### config.mk
export PLATFORM = sky130hd
export DESIGN_NAME = matmul_pipe
export DESIGN_NICKNAME = d
export VERILOG_FILES = /design/src/rtl/matmul_pkg.sv /design/src/rtl/matmul_mac.sv /design/src/rtl/matmul_pipe.sv
export SDC_FILE = /design/constraint.sdc
export NUM_CORES = 2
export LEC_CHECK = 0
export ABC_AREA = 1
export BUFFER_PORTS_ARGS = -buffer_cell sky130_fd_sc_hd__buf_4
export CAP_MARGIN = 20
export CORE_MARGIN = 5
export CORE_UTILIZATION = 52
export CTS_BUF_LIST = sky130_fd_sc_hd__clkbuf_8
export DETAILED_ROUTE_END_ITERATION = 10
export GPL_ROUTABILITY_DRIVEN = 0
export PLACE_DENSITY_LB_ADDON = 0.2
export SLEW_MARGIN = 10
export SYNTH_ARGS = -nofsm -noshare
export SYNTH_HDL_FRONTEND = slang
export SYNTH_SLANG_ARGS = --single-unit
### constraint.sdc
create_clock -name clock -period 9.4 [get_ports clock]
set_clock_uncertainty 0.2 [all_clocks]
set_input_delay 0.47 -clock clock [delete_from_list [all_inputs] [get_ports clock]]
set_output_delay 0.47 -clock clock [all_outputs]
set_load 0.1 [all_outputs]
### src/rtl/matmul_pkg.sv
// rtl/matmul_pkg.sv - shared state type and default parameters for matmul_pipe
package matmul_pkg;

    localparam int DEF_DATA_WIDTH = 32;
    localparam int DEF_ADDR_WIDTH = 12;
    localparam int DEF_DIM_WIDTH  = 7;

    typedef enum logic [1:0] {
        S_IDLE  = 2'd0,
        S_RUN   = 2'd1,
        S_DRAIN = 2'd2,
        S_DONE  = 2'd3
    } state_t;

endpackage

### src/rtl/matmul_mac.sv
// rtl/matmul_mac.sv - signed multiply-accumulate stage with one-cycle write strobe
// Optional saturation selected by macro MATMUL_SAT_EN (default: wrap modulo 2^DATA_WIDTH).
module matmul_mac #(
    parameter int DATA_WIDTH = 32
) (
    input  logic                  clock,
    input  logic                  reset,
    input  logic                  valid_i,
    input  logic                  first_i,
    input  logic                  last_i,
    input  logic [DATA_WIDTH-1:0] a_i,
    input  logic [DATA_WIDTH-1:0] b_i,
    output logic [DATA_WIDTH-1:0] acc_o,
    output logic                  wr_o
);

    logic [DATA_WIDTH-1:0] acc_q, acc_d;
    logic                  wr_q;

`ifdef MATMUL_SAT_EN
    logic [2*DATA_WIDTH-1:0] a_ext, b_ext, prod;
    logic [2*DATA_WIDTH:0]   sum;

    // Full-precision sum; clamp when the bits above the sign position disagree.
    always_comb begin
        a_ext = {{DATA_WIDTH{a_i[DATA_WIDTH-1]}}, a_i};
        b_ext = {{DATA_WIDTH{b_i[DATA_WIDTH-1]}}, b_i};
        prod  = a_ext * b_ext;
        sum   = first_i ? {prod[2*DATA_WIDTH-1], prod}
                        : ({{(DATA_WIDTH+1){acc_q[DATA_WIDTH-1]}}, acc_q} + {prod[2*DATA_WIDTH-1], prod});
        if (sum[2*DATA_WIDTH:DATA_WIDTH-1] == '0 || sum[2*DATA_WIDTH:DATA_WIDTH-1] == '1) begin
            acc_d = sum[DATA_WIDTH-1:0];
        end else if (sum[2*DATA_WIDTH]) begin
            acc_d = {1'b1, {(DATA_WIDTH-1){1'b0}}};
        end else begin
            acc_d = {1'b0, {(DATA_WIDTH-1){1'b1}}};
        end
    end
`else
    logic [DATA_WIDTH-1:0] prod;

    // Low half of a signed product equals the unsigned one, so wrap needs no extension.
    always_comb begin
        prod  = a_i * b_i;
        acc_d = first_i ? prod : acc_q + prod;
    end
`endif

    always_ff @(posedge clock) begin
        if (reset) begin
            acc_q <= '0;
            wr_q  <= 1'b0;
        end else begin
            wr_q <= valid_i & last_i;
            if (valid_i) begin
                acc_q <= acc_d;
            end
        end
    end

    assign acc_o = acc_q;
    assign wr_o  = wr_q;

endmodule

### src/rtl/matmul_pipe.sv
// rtl/matmul_pipe.sv - BRAM-fed pipelined matrix multiply Z = X*Y, one MAC per cycle
// Macro MATMUL_SAT_EN (in matmul_mac) switches accumulation from wrap to saturate.
module matmul_pipe
    import matmul_pkg::*;
#(
    parameter int DATA_WIDTH = DEF_DATA_WIDTH,
    parameter int ADDR_WIDTH = DEF_ADDR_WIDTH,
    parameter int DIM_WIDTH  = DEF_DIM_WIDTH
) (
    input  logic                  clock,
    input  logic                  reset,
    input  logic                  start,
    input  logic [DIM_WIDTH-1:0]  m_dim,
    input  logic [DIM_WIDTH-1:0]  k_dim,
    input  logic [DIM_WIDTH-1:0]  n_dim,
    output logic                  busy,
    output logic                  done,
    output logic [ADDR_WIDTH-1:0] x_addr,
    output logic [ADDR_WIDTH-1:0] y_addr,
    input  logic [DATA_WIDTH-1:0] x_dout,
    input  logic [DATA_WIDTH-1:0] y_dout,
    output logic [ADDR_WIDTH-1:0] z_addr,
    output logic [DATA_WIDTH-1:0] z_din,
    output logic                  z_wr_en
);

    localparam int LW = 2 * DIM_WIDTH + 1;
    localparam logic [DIM_WIDTH-1:0] ONE = DIM_WIDTH'(1);

    state_t state_q, state_d;
    logic [DIM_WIDTH-1:0] m_q, kd_q, n_q, m_d, kd_d, n_d;
    logic [DIM_WIDTH-1:0] i_q, j_q, k_q, i_d, j_d, k_d;
    logic                 v1_q, first1_q, last1_q;
    logic [ADDR_WIDTH-1:0] zaddr1_q, zaddr2_q;
    logic [LW-1:0]        x_lin, y_lin, z_lin;
    logic                 in_run, accept, last_k, last_j, last_i, last_pair;
    logic [DATA_WIDTH-1:0] mac_acc;
    logic                 mac_wr;

    assign accept    = (state_q == S_IDLE) && start;
    assign last_k    = (k_q == kd_q - ONE);
    assign last_j    = (j_q == n_q - ONE);
    assign last_i    = (i_q == m_q - ONE);
    assign last_pair = last_i && last_j && last_k;

    always_ff @(posedge clock) begin
        if (reset) begin
            state_q <= S_IDLE;
        end else begin
            state_q <= state_d;
        end
    end

    always_comb begin
        state_d = state_q;
        case (state_q)
            S_IDLE:  if (start) state_d = (m_dim == '0 || k_dim == '0 || n_dim == '0) ? S_DONE : S_RUN;
            S_RUN:   if (last_pair) state_d = S_DRAIN;
            S_DRAIN: if (mac_wr && !v1_q) state_d = S_DONE;
            S_DONE:  state_d = S_IDLE;
            default: state_d = S_IDLE;
        endcase
    end

    always_comb begin
        busy   = (state_q != S_IDLE);
        done   = (state_q == S_DONE);
        in_run = (state_q == S_RUN);
    end

    // i-major, j-middle, k-minor walk over the MxNxK iteration space.
    always_comb begin
        m_d  = m_q;
        kd_d = kd_q;
        n_d  = n_q;
        i_d  = i_q;
        j_d  = j_q;
        k_d  = k_q;
        if (accept) begin
            m_d  = m_dim;
            kd_d = k_dim;
            n_d  = n_dim;
            i_d  = '0;
            j_d  = '0;
            k_d  = '0;
        end else if (in_run) begin
            if (!last_k) begin
                k_d = k_q + ONE;
            end else begin
                k_d = '0;
                if (!last_j) begin
                    j_d = j_q + ONE;
                end else begin
                    j_d = '0;
                    if (!last_i) i_d = i_q + ONE;
                end
            end
        end
    end

    always_comb begin
        x_lin = LW'(i_q) * LW'(kd_q) + LW'(k_q);
        y_lin = LW'(k_q) * LW'(n_q) + LW'(j_q);
        z_lin = LW'(i_q) * LW'(n_q) + LW'(j_q);
    end

    // Stage 1 tracks the BRAM read latency; stage 2 holds the Z address until the write.
    always_ff @(posedge clock) begin
        if (reset) begin
            m_q      <= '0;
            kd_q     <= '0;
            n_q      <= '0;
            i_q      <= '0;
            j_q      <= '0;
            k_q      <= '0;
            v1_q     <= 1'b0;
            first1_q <= 1'b0;
            last1_q  <= 1'b0;
            zaddr1_q <= '0;
            zaddr2_q <= '0;
        end else begin
            m_q      <= m_d;
            kd_q     <= kd_d;
            n_q      <= n_d;
            i_q      <= i_d;
            j_q      <= j_d;
            k_q      <= k_d;
            v1_q     <= in_run;
            first1_q <= (k_q == '0);
            last1_q  <= last_k;
            zaddr1_q <= ADDR_WIDTH'(z_lin);
            if (v1_q && last1_q) begin
                zaddr2_q <= zaddr1_q;
            end
        end
    end

    matmul_mac #(
        .DATA_WIDTH(DATA_WIDTH)
    ) u_mac (
        .clock   (clock),
        .reset   (reset),
        .valid_i (v1_q),
        .first_i (first1_q),
        .last_i  (last1_q),
        .a_i     (x_dout),
        .b_i     (y_dout),
        .acc_o   (mac_acc),
        .wr_o    (mac_wr)
    );

    assign x_addr  = in_run ? ADDR_WIDTH'(x_lin) : '0;
    assign y_addr  = in_run ? ADDR_WIDTH'(y_lin) : '0;
    assign z_wr_en = mac_wr;
    assign z_addr  = mac_wr ? zaddr2_q : '0;
    assign z_din   = mac_wr ? mac_acc : '0;

endmodule

After elaboration in Yosys (flattened, before gate mapping)
Cells that the tools add are included.
- bits in registers: 104
- output and inout port bits: 71
- word-level logic and storage cells: 69
- input port bits: 88
- multipliers: 4
- bitwise logic cells: 2
- equality and inequality tests: 9
- reductions and logical operators: 18
- multiplexer cells: 12
- add/sub/neg operators: 10
- operator list (kind ; count):
    $mux 32 ; 2
    $add 12x7->12 ; 3
    $mul 7x7->12 ; 3
    $mux 12 ; 3
    $add 32x32->32 ; 1
    $mul 32x32->32 ; 1
    $logic_not 7->1 ; 4
    $add 7x1->7 const B ; 3
    $eq 7x7->1 ; 3
    $sub 7x1->7 const B ; 3
    $mux 7 ; 2
    $mux 2 ; 4
    $pmux 2 s4 ; 1
    $logic_and 1x1->1 ; 5
    $eq 2x2->1 const B ; 2
    $ne 2x2->1 const B ; 2
    $reduce_and 4->1 ; 1
    $reduce_and 3->1 ; 1
    $eq 2x1->1 const B ; 1
    $logic_not 2->1 ; 1
    $logic_or 1x1->1 ; 2
    $ne 2x1->1 const B ; 1
    $reduce_and 2->1 ; 1
    $reduce_bool 2->1 ; 1
    4 further kinds ; 4

Depth between registers and ports, before layout
- word-level depth: 6
- depth in mapped cells: 43
- mapped depth without buffers: 41

Modules after synthesis
From an unflattened synthesis, not the netlist that was laid out.
- cells, all modules: 4163
- area total of the unflattened synthesis: 29256.8 sq um
- modules (own cells, without submodules) (module ; cells an instance ; area an instance (sq um) ; sequential area each (sq um) ; instances):
    matmul_mac ; 2793 ; 20046.7 ; 660.6 ; 1
    matmul_pipe ; 1370 ; 9210.1 ; 1421.4 ; 1

Least setup slack after synthesis
Ideal clock, no wire load.
- kind: input-to-reg
- start point: input port y_dout[2]
- end point: register u_mac.acc_q[30], in the netlist u_mac.acc_o[30]
- setup time: 0.109 ns
- slack: 1.291 ns
- data arrival time: 7.801 ns
- path buffers: 2
- stages on the path: 36
- required time: 9.091 ns
- path through: clkbuf_1 -> buf_1 -> nand2_1 -> fa_1 -> inv_1 -> fa_1 -> inv_1 -> fa_1 -> fa_1 -> inv_1 -> fa_1 -> fa_1 -> fa_1 -> fa_1 -> ha_1 -> nand2_1 -> nor2_1 -> and3_1 -> nand4_1 -> nand3_1 -> inv_1 -> o21bai_1 -> nand2_1 -> nand2_1 -> xor2_1 -> inv_1 -> ha_1 -> inv_1 -> nor3_1 -> and3_1 -> a221oi_1 -> nand3_1 -> nand3_1 -> nand3_1 -> nand2_1 -> inv_1
- cells in the longest elaborated chain, start to end: 3
- ends and longest elaborated chain (element ; RTL line ; text):
    start, declared ; matmul_pipe.sv:21 ; input logic [DATA_WIDTH-1:0] y_dout,
    $mul 32x32->32 * ; matmul_mac.sv:44 ; prod = a_i * b_i;
    $add 32x32->32 ; matmul_mac.sv:45 ; acc_d = first_i ? prod : acc_q + prod;
    $mux 32 * ; matmul_mac.sv:45 ;
    end signal, assigned ; matmul_mac.sv:51 ; acc_q <= '0;
    end signal, assigned ; matmul_mac.sv:56 ; acc_q <= acc_d;
    end, declared ; matmul_mac.sv:17 ; logic [DATA_WIDTH-1:0] acc_q, acc_d;
Mark *: on every way between the ends. The rest lies on a longest branch, timed or not.
A chain may end at the register's enable or synchronous reset.

Final worst setup path
- start point: input port x_dout[9]
- end point: register u_mac.acc_q[31], in the netlist u_mac.acc_o[31]
- cells in the longest elaborated chain, start to end: 3
- ends and longest elaborated chain (element ; RTL line ; text):
    start, declared ; matmul_pipe.sv:20 ; input logic [DATA_WIDTH-1:0] x_dout,
    $mul 32x32->32 * ; matmul_mac.sv:44 ;
    $add 32x32->32 ; matmul_mac.sv:45 ;
    $mux 32 * ; matmul_mac.sv:45 ;
Marked as above.

==> flow_metrics.env <==
export IMPL_status="finished, final reports clean"
export IMPL_grt_max_degree=54
export IMPL_ys_types=52
export IMPL_clk_latency_ns=0.39
export IMPL_min_period_ns=8.39
export IMPL_postCtsHoldBufs=0
export IMPL_max_cap_violations=0
export IMPL_synth_top_cell_area_share_pct=34.7
export IMPL_ys_warn_count=0
export IMPL_vias_per_cell=4.98
export IMPL_htree_levels=3
export IMPL_fin_tns_setup_ns=0
export IMPL_grt_pass1_vias=23800
export IMPL_diodes=0
export IMPL_syn_inst=4074
export IMPL_min_period_over_period_pct=89.2
export IMPL_antenna_found_initial=0
export IMPL_synth_area_leaders="fa_1, inv_1, nand2_1"
export IMPL_synth_edff_count=0
export IMPL_syn_num_nets=4910
export IMPL_area_growth_pct=5.90
export IMPL_drt_first_pass_iters=8
export IMPL_avgSynthCellArea_um2=7.06
export IMPL_cts_buffers=9
export IMPL_drtAntennaViolNets=0
export IMPL_syn_area_mm2=0.0288
export IMPL_cp_required_ns=9.51
export IMPL_maxSlewViolCount=0
export IMPL_worstHoldPathCells=3
export IMPL_post_cts_buffers=0
export IMPL_cp_max_fo=24
export IMPL_arrival_ns=8.50
export IMPL_synthArstFlopShare_pct=0
export IMPL_slew_headroom_pct=33.2
export IMPL_critPathMostFrequentCell="inv_1"
export IMPL_die_area_mm2=0.0601
export IMPL_die_h_um=245
export IMPL_grtUsageTotal_pct=24.7
export IMPL_wl_um=73300
export IMPL_wl_per_cell_um=15.2
export IMPL_clockBufferDepth=2
export IMPL_setup_viol=0
export IMPL_r2r_cells=19
export IMPL_portBuffers=158
export IMPL_crit_type="in2reg"
export IMPL_worst_pin_slew_ns=1.00
export IMPL_yosys_register_bits=104
export IMPL_yosysTopAreaCell="fa_1"
export IMPL_end_kind="flop"
export IMPL_dp_final_hpwl_um=60300
export IMPL_yosysSeqAreaShare_pct=7.24
export IMPL_cts_repair_resized=0
export IMPL_core_area_mm2=0.0550
export IMPL_grt_pass1_wl_um=122000
export IMPL_drt_iter0_drc=1687
export IMPL_cts_tree="yes"
export IMPL_fp_dieW_um=245
export IMPL_setup_slack_ns=1.01
export IMPL_startpoint_type="input pin"
export IMPL_initial_core_util_pct=52.3
export IMPL_ios=159
export IMPL_cpMaxStageDelayCell="fa_1"
export IMPL_hold_viol_final=0
export IMPL_synth_ff_type="dfxtp_1"
export IMPL_cts_root_buffer="clkbuf_8"
export IMPL_drc=0
export IMPL_routed_via_count=24000
export IMPL_clock_sinks=104
export IMPL_rsz0062_at_grt="false"
export IMPL_max_freq_mhz=119
export IMPL_grt_overflow_total=0
export IMPL_final_layout_size_suffix_gt1_share_pct=5.27
export IMPL_hold_class="in2reg"
export IMPL_nets=4909
export IMPL_clk_pin_slew_ns=0.12
export IMPL_place_ws_ns=0.695
export IMPL_critPathMaxStageDelay_ns=0.60
export IMPL_rows=86
-- placed cells by master (no fill, tap or decap), drive strengths merged, types with 10 or more instances in the layout --
master  instances
xnor2          27
fa            499
o21bai         13
ha            249
o21ai         117
xor2           62
nand4          18
buf           169
a21oi         138
or2            14
o211ai         18
inv          1150
dfxtp         104
nor3           19
a31oi          16
nand3         111
nor2          187
nand2        1095
clkbuf         10
-- stage by stage --
stage | hold WS, ns | cell area (µm²) | cells | util, %
6_report | 0.147 | 30500 | 4826 | 55.4
5_1_grt | 0.140 | 30500 | 4826 | 55.4
4_1_cts | 0.141 | 30500 | 4826 | 55.4
3_5_place_dp | 0.265 | 30200 | 4810 | 55.0
3_3_place_gp | 0.263 | 30200 | 4810 | 55.0
2_1_floorplan | 0.248 | 28800 | 4074 | -
-- critical path: cells and delay by family --
family,cells,cell delay [ns]
buffers and inverters,12,1.00
and+or+nand+nor,16,2.21
adders and majority gates,10,4.80
-- state kept, by name, indices dropped and copies added, names as in the netlist --
register,flops
v1_q,1
j_q,7
m_q,7
u_mac.acc_o,32
state_q,2
kd_q,7
i_q,7
zaddr2_q,12
first1_q,1
k_q,7
zaddr1_q,12
last1_q,1
u_mac.wr_o,1
n_q,7
-- cells by family (layout without fill, tap and decap cells) --
| family | Yosys count | count (layout) | synth area share (%) |
|---|---|---|---|
| xor+xnor | 89 | 89 | 2.74 |
| buf+inv | 1330 | 1334 | 17.5 |
| flops | 104 | 104 | 7.24 |
| simple gates | 1469 | 1469 | 20.5 |
| fa+ha+maj | 748 | 748 | 45.6 |
| compound gates | 334 | 334 | 6.46 |
-- cell usage after synthesis (3+ instances only) --
cell type / count
o21ai_0: 112
buf_4: 4
o21bai_1: 12
inv_1: 1143
or2_2: 13
and2_1: 4
a21o_1: 8
xor2_1: 61
nor3b_1: 3
a211oi_1: 6
inv_2: 4
nand3b_1: 6
fa_1: 499
nand3_1: 109
nor2_1: 182
clkbuf_1: 135
nor4_1: 8
o211ai_1: 18
o21a_1: 8
ha_1: 249
a31oi_1: 16
nor2_4: 3
xnor2_1: 27
o21ai_1: 5
nand4_1: 18
buf_1: 24
a21oi_1: 138
buf_2: 16
dfxtp_1: 104
nand2_1: 1093
nor3_1: 18
and3_1: 3
-- final cells by class --
cell class                      count  area, µm²
Fill cell                        5418      24500
Multi-Input combinational cell   2640      21600
Inverter                         1149       4310
Sequential cell                   104       2080
Timing Repair Buffer              169       1270
Tap cell                          748        936
Clock buffer                       10        138
Clock inverter                      6       83.8
-- path summary, 6_finish.rpt --
| check | start | endpoint | slack (ns) |
|---|---|---|---|
| max | x_dout[9] | u_mac.acc_o[31]$_SDFFE_PP0P_ | 1.01 |
| min | m_dim[5] | m_q[5]$_SDFFE_PP0P_ | 0.15 |
| max reg2reg | i_q[2]$_SDFFE_PP0P_ | zaddr1_q[11]$_SDFF_PP0_ | 4.63 |
| min reg2reg | zaddr1_q[1]$_SDFF_PP0_ | zaddr2_q[1]$_SDFFE_PP0P_ | 0.28 |
-- routing by layer --
metal / global-route usage, % / up-vias / part of all wire [%]
li1: - / 11800 / -
met5: 0 / - / 0
met3: 2.74 / 67 / 5.8
met4: 4.19 / 0 / 1.7
met1: 34.5 / 11500 / 44
met2: 42.5 / 647 / 48
Power is not shown: default switching activity piles up to over one toggle a cycle in this logic, so the estimate is an artifact.
